### config.mk
export PLATFORM = sky130hd
export DESIGN_NAME = dmem_dump_arbiter
export DESIGN_NICKNAME = d
export VERILOG_FILES = /design/src/rtl/dmem_dump_pkg.sv /design/src/rtl/dump_index_counter.sv /design/src/rtl/dmem_dump_arbiter.sv
export SDC_FILE = /design/constraint.sdc
export NUM_CORES = 1
export LEC_CHECK = 0
export CORE_AREA = 2 2 204 206
export CTS_CLUSTER_SIZE = 24
export DETAILED_ROUTE_END_ITERATION = 16
export DIE_AREA = 0 0 206 208
export GPL_ROUTABILITY_DRIVEN = 0
export SLEW_MARGIN = 20
export SYNTH_ARGS = -nofsm -noshare
export SYNTH_HDL_FRONTEND = slang
export SYNTH_SLANG_ARGS = --single-unit
### constraint.sdc
create_clock -name CLOCK_50 -period 2 [get_ports CLOCK_50]
set_clock_uncertainty 0.05 [all_clocks]
set_input_delay 0.4 -clock CLOCK_50 [delete_from_list [all_inputs] [get_ports CLOCK_50]]
set_output_delay 0.4 -clock CLOCK_50 [all_outputs]
set_load 0.01 [all_outputs]
### src/rtl/dmem_dump_pkg.sv
// Shared types and constants for the data-memory dump arbiter.
package dmem_dump_pkg;

  typedef enum logic [1:0] {
    IDLE = 2'd0,
    DUMP = 2'd1,
    DONE = 2'd2
  } dump_state_e;

  localparam int WORD_BYTES = 8;
  localparam int WORD_SHIFT = $clog2(WORD_BYTES);

endpackage

### src/rtl/dump_index_counter.sv
// Word index for the memory dump: cleared on request, advanced per handshake,
// saturating at DEPTH-1 so it never wraps while a dump is in progress.
module dump_index_counter #(
  parameter int DEPTH = 128,
  parameter int IW    = $clog2(DEPTH)
) (
  input  logic          clk,
  input  logic          reset,
  input  logic          clear,
  input  logic          enable,
  output logic [IW-1:0] index,
  output logic          last
);

  localparam logic [IW-1:0] LAST_IDX = IW'(DEPTH - 1);

  assign last = (index == LAST_IDX);

  always_ff @(posedge clk) begin
    if (reset) begin
      index <= '0;
    end else if (clear) begin
      index <= '0;
    end else if (enable && !last) begin
      index <= index + 1'b1;
    end
  end

endmodule

### src/rtl/dmem_dump_arbiter.sv
// Shares the data memory between the CPU MEM stage and a stalling, handshaked
// dump engine that streams DEPTH 64-bit words out to a consumer.
module dmem_dump_arbiter
  import dmem_dump_pkg::*;
#(
  parameter int N     = 64,
  parameter int DEPTH = 128
) (
  input  logic         CLOCK_50,
  input  logic         reset,
  input  logic         dump,
  input  logic         cpu_memRead,
  input  logic         cpu_memWrite,
  input  logic [N-1:0] cpu_addr,
  input  logic [N-1:0] cpu_writeData,
  output logic [N-1:0] cpu_readData,
  output logic         cpu_stall,
  output logic [N-1:0] mem_addr,
  output logic [N-1:0] mem_writeData,
  output logic         mem_writeEnable,
  output logic         mem_readEnable,
  input  logic [N-1:0] mem_readData,
  output logic         dump_valid,
  input  logic         dump_ready,
  output logic [N-1:0] dump_addr,
  output logic [N-1:0] dump_data,
  output logic         dump_done
);

  localparam int IW = $clog2(DEPTH);

  dump_state_e   state, state_next;
  logic [IW-1:0] index;
  logic          index_last;
  logic          in_idle, in_dump, in_done;
  logic          handshake;
  logic [N-1:0]  index_addr;

  assign in_idle   = (state == IDLE);
  assign in_dump   = (state == DUMP);
  assign in_done   = (state == DONE);
  assign handshake = in_dump && dump_ready;

  dump_index_counter #(
    .DEPTH (DEPTH),
    .IW    (IW)
  ) u_index (
    .clk    (CLOCK_50),
    .reset  (reset),
    .clear  (in_idle),
    .enable (handshake),
    .index  (index),
    .last   (index_last)
  );

  assign index_addr = {{(N - IW){1'b0}}, index} << WORD_SHIFT;

  always_comb begin
    state_next = state;
    unique case (state)
      IDLE:    if (dump) state_next = DUMP;
      DUMP:    if (handshake && index_last) state_next = DONE;
      DONE:    if (!dump) state_next = IDLE;
      default: state_next = IDLE;
    endcase
  end

  always_ff @(posedge CLOCK_50) begin
    if (reset) begin
      state <= IDLE;
    end else begin
      state <= state_next;
    end
  end

  // Control strobes are forced low while reset is held, before the state register settles.
  assign cpu_stall       = !reset && (in_dump || in_done);
  assign dump_valid      = !reset && in_dump;
  assign dump_done       = !reset && in_done;
  assign mem_writeEnable = !reset && in_idle && cpu_memWrite;
  assign mem_readEnable  = !reset && ((in_idle && cpu_memRead) || in_dump);

  assign mem_addr      = in_dump ? index_addr : cpu_addr;
  assign mem_writeData = cpu_writeData;
  assign cpu_readData  = in_idle ? mem_readData : '0;
  assign dump_addr     = reset ? '0 : index_addr;
  assign dump_data     = in_dump ? mem_readData : '0;

endmodule

==> impl_results.md, run 1 <==
* Initial DRC Count at 70
* First-pass GRT wire length at 27430 um
* CP Capture Type: output port
* Fill cells at 4671
* CTS tree: done
* Dpl ws at -0.3383 ns
* Final Power at 0.005514 W
* H-Tree Level Count at 1
* Initial core utilization at 7.189%
* Fraction of layout cells with a size suffix above 1 at 30.70%
* Cell Count, Final, Fillers Out at 1245
* Post-synthesis sequential area ratio at 6.180%
* Max_cap viols at 0
* Total grt overflow at 0
* Die height at 208 um
* RR Endpoint: u_index.index[5]
* WL per Instance at 17.52 um
* Post-synthesis register bit count at 9
* Most common cell after layout, fill and taps aside: clkdlybuf4s50_1
* Min cycle time layout at 2.044 ns
* Synth async-reset ratio at 0%
* VDD IR max at 0.0005374 V
* Clk slew on worst S/H paths at 0.04 ns
* Via count at 3803
* Final setup margin at -0.04397 ns
* Synthesized area at 2915 um^2
* Cell area after layout at 6221 um^2
* Count of clock tree sinks at 9
* Placed instance area at 6425 um^2
* Post-route ant nets at 0
* R2R depth at 7
* WS Path Type: flop to output port
* Fmax at 489.2 MHz
* Port Buffer Count at 337
* WP data required at 1.55 ns
* Hold endpoint: u_index.index[1]
* Final setup fails at 6
* Post-CTS Hold Buffers at 0
* Synth Area per Inst at 6.991 um^2
* Vias in the first global route at 3834
* Actual transition at the worst max-transition pin at 0.5201 ns
* CTS buffer count at 3
* Period Utilization, post-route at 102.2%
* Worst-path cell chain: inv_4, ha_4, buf_12, buf_4, mux2_2, buf_2
* GRT Util Overall at 9.179%
* Critical path arrival at 1.59 ns
* Final hold violation count at 0
* Pin count of the biggest net entering global routing at 27
* Die Width at 206 um
* Leading cell types in the layout, fill and taps excluded: clkdlybuf4s50_1 (132), and2_1 (125), clkbuf_2 (101), nor2b_1 (61), conb_1 (57)
* RSZ-0062 raised after global routing: true
* Reg2Reg Setup Slack at 0.14 ns
* Skew-Pair Late Insertion Delay at 0.24 ns
* CTS max path bufs at 2
* Relative slew slack at 64.33%
* Initial antenna violation count at 4
* Leak Pwr at 2.808 nW
* Root buf cell: clkbuf_16
* Failing checks: negative setup slack
* Slowest Stage Delay on Critical Path at 0.32 ns
* Nets at 915
* Row Count at 74
* Crit start category: flop
* Post-synth EDFFs at 0
* Worst min-delay path startpoint: u_index.index[1]
* Crit-path max FO at 11
* P&R area growth vs syn at 113.4%
* DP HPWL at 17620 um
* Crit-path slowest cell: dfxtp_2
* Via density at 3.055
* DRC violations left at 0
* Synth Instances at 417
* Die area at 42850 um^2
* DP Cell Count at 1221
* CORE AREA at 40550 um^2
* Synth unique cells at 30
* Hold Crit Depth at 2
* Hold WC Path Type: flop to flop
* Ys flop type: dfxtp_1
* R2r startpoint: state[0]
* 1st-pass router iterations at 4
* Synth warn at 0
* Drt total wl at 21810 um
* I/O pin count at 523
* Slew Viols, Final at 0
* Status: finished, violations left
* WHS at 0.4897 ns
* Pwr dens at 886.3 nW/um^2
==> registers in the layout (all words and copies together), names as in the netlist <==
register       cells
state              2
u_index.index      7
==> cells by family after synthesis <==
logic type	after synthesis	synth area share, %
and+or+nand+nor	227	47.68
buffers and inverters	149	35.15
AOI/OAI and AO/OA	14	4.206
muxes	11	4.077
DFF	9	6.180
adders and majority gates	6	2.575
other	1	0.1286
==> Yosys cell counts (2+ instances only) <==
cell         n  area share (%)
and3_1       4            0.86
nor2_1       4            0.51
nand3_1      2            0.34
inv_1        4            0.51
nand4_1      4            0.86
a31oi_1      2            0.43
o2111ai_1    4             1.2
clkbuf_1    20             2.6
dfxtp_1      9             6.2
ha_1         6             2.6
a21oi_1      2            0.34
and2_1     128              27
nor2b_1     68              15
buf_2        3            0.51
nand2_1     10             1.3
or3_1        2            0.43
nand3b_1     2            0.51
and4_1       2            0.60
mux2i_1      4             1.4
mux2_2       7             2.7
buf_4      121              31
==> how the worst max path moves through the flow <==
stage	start	to	slack [ns]	depth (start not counted)
after CTS	state[0]	cpu_readData[46]	-0.27	6
final	state[1]	mem_addr[3]	-0.04	6
after detailed placement	reset	dump_addr[3]	-0.34	4
after global placement	reset	dump_addr[3]	-0.37	4
after global routing	state[1]	mem_addr[3]	-0.10	6
after floorplan	state[1]	mem_readEnable	0.19	7
==> critical path: cells and delay by family, from the launching register on <==
| family | cells | cell delay [ns] |
|---|---|---|
| flops | 1 | 0.32 |
| fa+ha+maj | 1 | 0.19 |
| mux | 1 | 0.31 |
| buf+inv | 4 | 0.51 |
==> per-stage QoR <==
step	util [%]	TNS [ns]
after floorplan	-	0
after global placement	15.84	-7.848
after detailed placement	15.84	-9.335
after CTS	16.33	-0.5296
after global routing	15.33	-1.161
final	15.34	-0.1177
==> area by class of cell <==
type	instances	area (um^2)	area share, %
Clock buffer	4	78.83	1.267
Multi-Input combinational cell	315	1986	31.92
Sequential cell	9	185.2	2.977
Timing Repair Buffer	378	3281	52.74
Inverter	4	17.52	0.2816
Tap cell	532	665.6	10.70
Antenna cell	3	7.507	0.1207
==> power breakdown <==
group / internal [W] / total, W / switching, W
sequential: 0.000202 / 0.000227 / 0.0000249
combinational: 0.00251 / 0.00492 / 0.00241
clock: 0.000267 / 0.000362 / 0.0000953
total: 0.00298 / 0.00551 / 0.00253
==> metal layers <==
metal | share of wire [%] | vias up | routed length, um | global-route usage (%)
li1 | - | 1710 | - | -
met5 | 0.050 | - | 11 | 0
met2 | 55 | 373 | 11900 | 18.86
met1 | 26 | 1685 | 5736 | 6.914
met3 | 14 | 33 | 3004 | 3.618
met4 | 5.3 | 2 | 1152 | 5.172
==> timing repair <==
item                                    in CTS  in global routing
buffers inserted                             7                  3
endpoints found under the setup margin     200                161
pin swaps                                    1                  1
gates resized for setup                    415                166
cloned                                       5                  2
No activity file was read; power rests on OpenSTA's default activity.
==> inputs of run 2 (changes only) <==
--- a/config.mk
+++ b/config.mk
@@ -8,2 +8,3 @@
 export CORE_AREA = 2 2 204 206
+export CTS_CLUSTER_DIAMETER = 150
 export CTS_CLUSTER_SIZE = 24
--- a/constraint.sdc
+++ b/constraint.sdc
@@ -4,2 +4,2 @@
 set_output_delay 0.4 -clock CLOCK_50 [all_outputs]
-set_load 0.01 [all_outputs]
+set_load 0.02 [all_outputs]
==> impl_results.md, run 2 (synthesis results as in run 1) <==
* Pwr dens at 1086 nW/um^2 (+23%)
* Top flop regs: u_index.index (7), state (2)
* Initial core utilization at 7.189% (unchanged)
* Reg2Reg Setup Slack at 0.09 ns (-0.05 ns)
* Most common cell after layout, fill and taps aside: clkdlybuf4s50_1
* Final setup margin at 0.01550 ns (+0.05947 ns)
* Initial DRC Count at 67 (-4.3%)
* DP Cell Count at 1222 (+0.082%)
* Leading cell types in the layout, fill and taps excluded: clkdlybuf4s50_1 (133), buf_2 (118), and2_1 (82), nor2b_1 (66), buf_6 (61)
* Critical path arrival at 1.53 ns (-0.06 ns)
* Fraction of layout cells with a size suffix above 1 at 42.44% (+12 points)
* CTS buffer count at 3 (unchanged)
* Skew-Pair Late Insertion Delay at 0.24 ns (about the same)
* WP data required at 1.55 ns (about the same)
* Fill cells at 4653 (-0.39%)
* Finished Core Util at 15.91% (+0.57 points)
* Delay-heaviest family, CP: buffers and inverters
* CTS tree: done
* WL per Instance at 17.77 um (+1.5%)
* Min cycle time layout at 1.985 ns (-0.05947 ns)
* WS Path Type: flop to output port
* First-pass GRT wire length at 28460 um (+3.7%)
* CP dominant cell by count: buf_6
* CTS max path bufs at 2 (unchanged)
* Fmax at 503.9 MHz (+3.0%)
* I/O pin count at 523 (unchanged)
* Drt total wl at 22170 um (+1.6%)
* Buf+Inv Stages, Crit Path at 4 (unchanged)
* Via count at 3810 (+0.18%)
* VDD IR max at 0.0004632 V (-14%)
* Crit-path max FO at 7 (-4)
* 1st-pass router iterations at 4 (unchanged)
* Die area at 42850 um^2 (unchanged)
* Count of clock tree sinks at 9 (unchanged)
* R2R depth at 8 (+1)
* Slowest Stage Delay on Critical Path at 0.33 ns (about the same)
* Die height at 208 um (unchanged)
* Most flops, register: u_index.index
* H-Tree Level Count at 1 (unchanged)
* Hold Crit Depth at 2 (unchanged)
* Crit-path slowest cell: dfxtp_2
* RSZ-0062 raised after global routing: true
* Clk slew on worst S/H paths at 0.04 ns (about the same)
* Max_cap viols at 0 (unchanged)
* Slew Viols, Final at 0 (unchanged)
* Final hold violation count at 0 (unchanged)
* Status: complete, no violations
* WP depth at 6 (unchanged)
* Dpl ws at -0.2856 ns (+0.05267 ns)
* Final setup fails at 0 (-6)
* Total grt overflow at 0 (unchanged)
* Via density at 3.055 (about the same)
* DRC violations left at 0 (unchanged)
* Crit start category: flop
* Pin count of the biggest net entering global routing at 26 (-3.7%)
* Cell Count, Final, Fillers Out at 1247 (+0.16%)
* Largest register FFs at 7 (unchanged)
* Die Width at 206 um (unchanged)
* Worst-path cell chain: inv_4, ha_4, buf_6, buf_8, mux2_4, buf_6
* GRT Util Overall at 9.497% (+0.32 points)
* Vias in the first global route at 3875 (+1.1%)
* Nets at 919 (+0.44%)
* Final Power at 0.007009 W (+27%)
* Row Count at 74 (unchanged)
* DP HPWL at 17390 um (-1.3%)
* Port Buffer Count at 337 (unchanged)
* Leak Pwr at 2.987 nW (+6.4%)
* CORE AREA at 40550 um^2 (unchanged)
* Root buf cell: clkbuf_16
* CP Capture Type: output port
* WHS at 0.4828 ns (-0.006964 ns)
* Period Utilization, post-route at 99.23% (-3.0 points)
* P&R area growth vs syn at 121.4%
* Hold WC Path Type: flop to flop
* Initial antenna violation count at 5 (+1)
* Post-route ant nets at 0 (unchanged)
run 2: metal layers:
| metal | vias to the layer above | track usage [%] | routed length [um] |
|---|---|---|---|
| met5 | - | 0.2304 | 0 |
| met2 | 376 | 20.34 | 12290 |
| met3 | 35 | 3.023 | 2775 |
| met4 | 0 | 3.941 | 1004 |
| li1 | 1711 | - | - |
| met1 | 1688 | 7.435 | 6098 |
run 2: layout make-up:
| type | count | area (um^2) | area share (%) |
|---|---|---|---|
| Tap cell | 532 | 665.6 | 10.31 |
| Timing Repair Buffer | 382 | 3407 | 52.79 |
| Multi-Input combinational cell | 315 | 2100 | 32.53 |
| Sequential cell | 9 | 182.7 | 2.831 |
| Clock buffer | 4 | 78.83 | 1.221 |
| Antenna cell | 1 | 2.502 | 0.03877 |
| Inverter | 4 | 17.52 | 0.2714 |
run 2: what timing repair did:
item | 4_1_cts | 5_1_grt
cloned | 9 | 0
setup endpoints to repair | 198 | 109
hold buffers | 0 | 0
pin swaps | 1 | 2
resized for setup | 782 | 141
buffers inserted | 14 | 5
run 2: worst paths after layout:
check,startpoint,endpoint
worst max-delay path,state[1],mem_addr[6]
worst min-delay path,u_index.index[2],u_index.index[2]
worst max register to register,state[1],u_index.index[5]
worst min register to register,u_index.index[2],u_index.index[2]
run 2: metrics by stage:
step                      setup TNS (ns)  instance area (um^2)
after CTS                         -2.886                  6556
after detailed placement          -32.16                  6467
after global routing             -0.2248                  6451
after floorplan                        0                  3126
final                                  0                  6454
after global placement            -28.10                  6467
run 2: power breakdown:
part	switching [W]	internal, W	total [W]
sequential	0.0000218	0.000200	0.000221
clock	0.0000955	0.000267	0.000363
combinational	0.00338	0.00304	0.00642
run 2: tightest hold or removal path: stages, from the launching register on:
cell and delay [ns]:
dfxtp_1 0.35, nand2_1 0.07, o21ai_0 0.06
